`src/rtl/matricula_sym_tx.sv`:
```
// matricula_sym_tx: sends a word as 2-bit symbols, MSB first, after a one-cycle active-low reset pulse to the downstream FSM.
// Define MATRICULA_SYM_TX_LOOP_EN to replay the latched word until abort or reset.
module matricula_sym_tx #(
    parameter int WIDTH = 17,
    parameter int HOLD  = 2
) (
    input  logic             clk,
    input  logic             reset,
    input  logic             load_valid,
    output logic             load_ready,
    input  logic [WIDTH-1:0] load_data,
    input  logic             abort,
    output logic [1:0]       a,
    output logic             a_valid,
    output logic             fsm_res,
    output logic             busy,
    output logic             done
);
    localparam int NSYM = (WIDTH + 1) / 2;
    localparam int KW = $clog2(NSYM + 1);
    localparam int HW = $clog2(HOLD + 1);
    typedef enum logic [1:0] {IDLE, INIT, SEND, DONE} state_t;
    state_t state, state_n;
    logic [2*NSYM-1:0] wd;
    logic [KW-1:0] k, k_n;
    logic [HW-1:0] h, h_n;
    logic [1:0] sym;
    logic last_h;
    assign load_ready = state == IDLE;
    assign last_h = h == HW'(HOLD - 1);
    always_comb begin
        state_n = state;
        k_n = k;
        h_n = h;
        case (state)
            IDLE: state_n = load_valid ? INIT : IDLE;
            INIT: begin
                state_n = SEND;
                k_n = '0;
                h_n = '0;
            end
            SEND: begin
                h_n = last_h ? '0 : h + 1'b1;
                k_n = last_h ? k + 1'b1 : k;
                state_n = (last_h && k == KW'(NSYM - 1)) ? DONE : SEND;
            end
            DONE: begin
`ifdef MATRICULA_SYM_TX_LOOP_EN
                state_n = INIT;
`else
                state_n = IDLE;
`endif
            end
        endcase
        if (abort)
            state_n = IDLE;
        // symbol k_n of the word, zero-extended to an even number of bits
        sym = 2'(wd >> (2 * (NSYM - 1 - int'(k_n))));
    end
    always_ff @(posedge clk) begin
        if (reset) begin
            state <= IDLE;
            wd <= '0;
            k <= '0;
            h <= '0;
            a <= '0;
            a_valid <= 1'b0;
            fsm_res <= 1'b0;
            busy <= 1'b0;
            done <= 1'b0;
        end else begin
            state <= state_n;
            k <= k_n;
            h <= h_n;
            if (abort)
                wd <= '0;
            else if (state == IDLE && load_valid)
                wd <= (2*NSYM)'(load_data);
            a <= state_n == SEND ? sym : 2'b00;
            a_valid <= state_n == SEND;
            fsm_res <= state_n != INIT;
            busy <= state_n != IDLE;
            done <= state_n == DONE;
        end
    end
endmodule

```
`config.mk`:
```
export PLATFORM = sky130hd
export DESIGN_NAME = matricula_sym_tx
export DESIGN_NICKNAME = d
export VERILOG_FILES = /design/src/rtl/matricula_sym_tx.sv
export SDC_FILE = /design/constraint.sdc
export NUM_CORES = 1
export LEC_CHECK = 0
export ABC_AREA = 1
export BUFFER_PORTS_ARGS = -buffer_cell sky130_fd_sc_hd__buf_2
export CORE_MARGIN = 1
export CORE_UTILIZATION = 35
export DETAILED_ROUTE_END_ITERATION = 10
export PLACE_DENSITY = 0.53
export SLEW_MARGIN = 0
export SYNTH_ARGS = -nofsm -noshare
export SYNTH_HDL_FRONTEND = slang
export SYNTH_SLANG_ARGS = --single-unit
```
`constraint.sdc`:
```
create_clock -name clk -period 5.07 [get_ports clk]
set_clock_uncertainty 0.2 [all_clocks]
set_input_delay 1.2675 -clock clk [delete_from_list [all_inputs] [get_ports clk]]
set_output_delay 1.2675 -clock clk [all_outputs]
set_load 0.005 [all_outputs]
```
After elaboration in Yosys (flattened, before gate mapping)
Cells that the tools add are included.
Widths: inputs -> output; s select.

operators by class
  bitwise logic cells = 1
  add/sub/neg operators = 3
  reductions and logical operators = 7
  mux-type cells = 8
  eq/ne operators = 8
  shift operators = 1

operators with widths
  cell                 number
  $shr 17x32->2        1
  $eq 2x2->1 const B   4
  $pmux 2 s4           1
  $pmux 4 s2           1
  $sub 4x4->5 const A  1
  $add 4x1->4 const B  1
  $eq 2x1->1 const B   2
  $eq 4x4->1 const B   1
  $mux 2               2
  $mux 4               1
  $pmux 2 s2           1
  $reduce_bool 2->1    2
  $reduce_or 2->1      2
  $add 2x1->2 const B  1
  $logic_and 1x1->1    2
  $logic_not 2->1      1
  $mux 1               2
  $ne 2x1->1 const B   1
  $not 1->1            1

word-level totals
  input port bits = 21
  register bits after elaboration = 31

Longest topological paths before layout
  word-level depth = 8
  depth in mapped cells = 14
  mapped depth without buffers = 14

Worst setup path after synthesis
OpenSTA, ideal clock, no wires.

  path type = in2reg
  from = input load_valid
  to = register a[0]
  arrival time = 2,175 ps
  path slack = 2,631 ps
  setup time = 64 ps
  stages = 9
  buffers on the path = 0
  data required time = 4,806 ps
  path through = nand2_4 -> inv_2 -> a31oi_1 -> nand2_1 -> a21oi_1 -> nand2_1 -> inv_1 -> nand3_1 -> nor2_1

between the ends
  word-level cells in the longest chain between the ends = 6

RTL lines
  item                       RTL line  text
  from (decl)                9         input logic load_valid,
  $mux 1                     36        IDLE: state_n = load_valid ? INIT : IDLE;
  $pmux 2 s4                 35        case (state)
  $mux 2                     55        if (abort)
  $eq 2x2->1                 79        a <= state_n == SEND ? sym : 2'b00;
  $not 1->1 (no line)        --
  $reduce_or 2->1 (no line)  --
  to (signal assigned)       79
  to (decl)                  13        output logic [1:0] a,

Every way passes these cells.
A chain may end at the register's enable or synchronous reset.

Worst setup path in the final report
  from = register state[1]
  to = register a[0]

between the ends
  word-level cells in the longest chain between the ends = 6
  elaborated cells between the ends (all ways) = 12

RTL lines
  item                                                 RTL line  text
  from (decl)                                          23        state_t state, state_n;
  from (signal assigned)                               72        state <= state_n;
  branches (longest 6 deep; another with $sub 4x4->5)  --

Parallel ways; which one is timed is not known.

==> flow_summary.ini <==
[clock_network]
clock_path_buffers = 2
postCtsSetupBuffers = 0
clk_pin_slew_worst_paths_ns = 0.07
postCtsResizedCells = 0
cts_tree = built
cts_sinks = 31
clockRootBuffer = sky130_fd_sc_hd__clkbuf_8
cts_bufs_inserted = 5
clk_latency_ns = 0.29
hold_buffers = 0
cts-htree-levels = 2

[logic_synthesis]
seq_area_frac_synth_pct = 43.32
post_synth_inst_count = 201
yosys_warnings = 0
yosys-top-cells-area = sky130_fd_sc_hd__dfxtp_1, sky130_fd_sc_hd__nand2_1, sky130_fd_sc_hd__inv_1, sky130_fd_sc_hd__a21oi_1, sky130_fd_sc_hd__nor2_1
synth_seq_cells = 31
synth.top_cell.area_share_pct = 43.32
postSynth.topFlopCell = sky130_fd_sc_hd__dfxtp_1
synth-async-reset-ratio_pct = 0
netlist_area_um2 = 1433
synth_edf_count = 0
post_synth.cell_area_avg_um2 = 7.127
netlist.top_cell.by_area = sky130_fd_sc_hd__dfxtp_1
mappedNetlistNets = 227
synthDistinctLibCells = 21

[route]
drt_pass1_iterations = 4
drtAntennaViolNets = 0
detail_route.drc_violations = 0
postRouteWirelength_mm = 3.070
routed_via_density = 4.638
drt-wirelength-per-cell_um = 11.00
drt-initial-drc-count = 38
route.vias.total = 1294

[pwr]
switching_power_summed_over_all_nets_w = 0.0001316
static-leakage-power_nw = 0.8087
vdd_ir_drop_max_v = 0.0001511
power.share.combinational_pct = 9.8
intPower_w = 0.0003941
sequentialPowerShare_pct = 48.5
pwrdens_nw_per_um2 = 307.6
switching_share_pct = 25.03
share_of_total_power_in_the_clock_network_pct = 41.7

[setup_path]
cp_cell_sequence = inv_1 -> ha_1 -> nand2_1 -> nand3_2 -> ha_1 -> inv_1 -> a21oi_1 -> o21ai_0 -> a21oi_1 -> nor2_1
timing.critical_path.from_type = flop
worstSetupPathType = reg -> reg
r2r_slack_ns = 2.34
critical_path.slowest_cell = sky130_fd_sc_hd__ha_1
rr_worst_depth = 10
worst-endpoint-required_ns = 5.05
worst_flop_to_flop_path_endpoint = a[0]
critical_path_peak_fanout = 17
cp-end-kind = flop
critical_r2r_launch = state[1]
worst_setup_path_startpoint = state[1]
critical-path-max-stage-delay_ns = 0.52
critical_path_arrival_ns = 2.70
setup.worst_path.end = a[0]

[finish]
area_growth_pct = 19.30
final.fill_count = 409
sequential_cell_area_um2 = 620.6
multi_input_comb_area_um2 = 665.6
design.final.nets = 256
antenna_cells = 0
fraction_of_final_layout_cells_with_drive_strength_greater_than_1_pct = 19.05
final_cell_area_um2 = 1709
fin_util_pct = 44.99

[global_routing]
grt_max_degree = 27
grt_first_pass_wirelength_mm = 5.409
grt_remaining_overflow = 0
grt_pass1_vias = 1198
groute.usage.overall_pct = 16.85
grt_antenna_before_repair = 0

[timing]
timing.setup.tns_ns = 0
worst_slew_margin_rel_pct = 53.94
finalMaxSlewViolations = 0
fin_hold_ws_ns = 0.2543
timing_hold_violations_final = 0
setup_repair_after_global_routing_missed_its_margin = false
final_cycle_share_pct = 53.82
final_report_setup_violation_count = 0
fmaxAchievable_mhz = 366.5
finalCriticalPeriod_ns = 2.729
max_slew.worst_pin.slew_ns = 0.6892

[die]
placement_rows = 22
die_h_um = 65.98
ioPinCount = 28
initial_cell_density_of_the_core_pct = 37.71
fp.dieArea_um2 = 4353
dieWidth_um = 65.98
fp.coreArea_um2 = 3799

[placed_design]
post_dp_cell_area_um2 = 1605
hpwlAfterDp_mm = 2.210
port_buffers = 27
routability_driven_placement_congestion_ratio = 0.7914

[worst_hold_path]
timing.hold.worst.class = reg -> reg

[run]
cap_viol_max_count = 0

[run_status]
status = finished, final reports clean
[worst min path at each step]
| stage | end | startpoint | depth (start not counted) | slack (ns) |
|---|---|---|---|---|
| final | wd[14] | wd[14] | 2 | 0.25 |
| after global routing | wd[14] | wd[14] | 2 | 0.27 |
| after CTS | wd[14] | wd[14] | 2 | 0.26 |
| after detailed placement | wd[14] | wd[14] | 2 | 0.24 |
| after global placement | wd[14] | wd[14] | 2 | 0.25 |
| after floorplan | wd[14] | wd[14] | 2 | 0.23 |
[kinds of logic (layout without fill, tap and decap cells)]
| family | Yosys count | count (layout) | synth area share [%] |
|---|---|---|---|
| compound gates | 34 | 34 | 13.54 |
| fa+ha+maj | 5 | 5 | 4.367 |
| buf+inv | 38 | 68 | 10.22 |
| flops | 31 | 31 | 43.32 |
| simple gates | 93 | 93 | 28.56 |
[critical path, delay by kind of cell, from the launching register on]
| kind | cells | cell delay (ns) |
|---|---|---|
| flip-flops | 1 | 0.33 |
| buffers and inverters | 2 | 0.15 |
| adder cells (fa/ha/maj) | 2 | 0.87 |
| AO/OA/AOI/OAI | 3 | 0.39 |
| AND/OR/NAND/NOR | 3 | 0.68 |
[cells in the mapped netlist (2+ instances only)]
library cell,n
sky130_fd_sc_hd__nand2_1,46
sky130_fd_sc_hd__dfxtp_1,31
sky130_fd_sc_hd__inv_1,31
sky130_fd_sc_hd__nor2_1,23
sky130_fd_sc_hd__a21oi_1,18
sky130_fd_sc_hd__nand3_1,11
sky130_fd_sc_hd__a211oi_1,8
sky130_fd_sc_hd__ha_1,5
sky130_fd_sc_hd__o21ai_0,5
sky130_fd_sc_hd__clkbuf_1,4
sky130_fd_sc_hd__nand4_1,4
sky130_fd_sc_hd__nand3_2,3
sky130_fd_sc_hd__inv_2,2
sky130_fd_sc_hd__nand2_2,2
sky130_fd_sc_hd__nor3_1,2
[state kept, by name, indices dropped and copies added, names as in the netlist]
register  count
a             2
state         2
a_valid       1
h             2
k             4
done          1
busy          1
wd           17
fsm_res       1
[routing by layer]
| metal | part of all wire, % | vias to the layer above | track usage, % |
|---|---|---|---|
| li1 | - | 701 | - |
| met1 | 53 | 549 | 22.46 |
| met2 | 40 | 39 | 23.98 |
| met3 | 5.7 | 5 | 5.862 |
| met4 | 1.4 | 0 | 7.979 |
| met5 | 0 | - | 0 |
[through the flow]
step                cells  worst slack, ns  total power (W)
floorplan             201            2.631        0.0002944
global placement      271            2.128        0.0003128
detailed placement    271            2.034        0.0003124
CTS                   279            2.319        0.0005306
global route          279            2.099        0.0005547
finish                279            2.341        0.0005257
[power groups by stage]
| stage | registers (W) | clock network (W) | logic [W] |
|---|---|---|---|
| finish | 0.000255 | 0.000219 | 0.0000515 |
| global route | 0.000256 | 0.000239 | 0.0000596 |
| CTS | 0.000255 | 0.000223 | 0.0000524 |
| detailed placement | 0.000260 | 0 | 0.0000521 |
| global placement | 0.000260 | 0 | 0.0000525 |
| floorplan | 0.000260 | 0 | 0.0000348 |
[area by class of cell]
class                           instances  share of cell area, %
Inverter                               33                  7.247
Timing Repair Buffer                   27                  7.906
Sequential cell                        31                  36.31
Multi-Input combinational cell        132                  38.95
Tap cell                               48                  3.514
Clock inverter                          1                 0.4392
Clock buffer                            7                  5.637
[cell usage in the layout (no fill, tap or decap), drive strengths merged]
cell      count
inv          33
a31oi         1
clkinvlp      1
nor2         24
ha            5
o21ai         6
nand4         4
buf          27
dfxtp        31
nand2        49
a21oi        18
nand3        14
nor3          2
a211oi        8
o211ai        1
clkbuf        7
(Power assumes the default switching activity.)
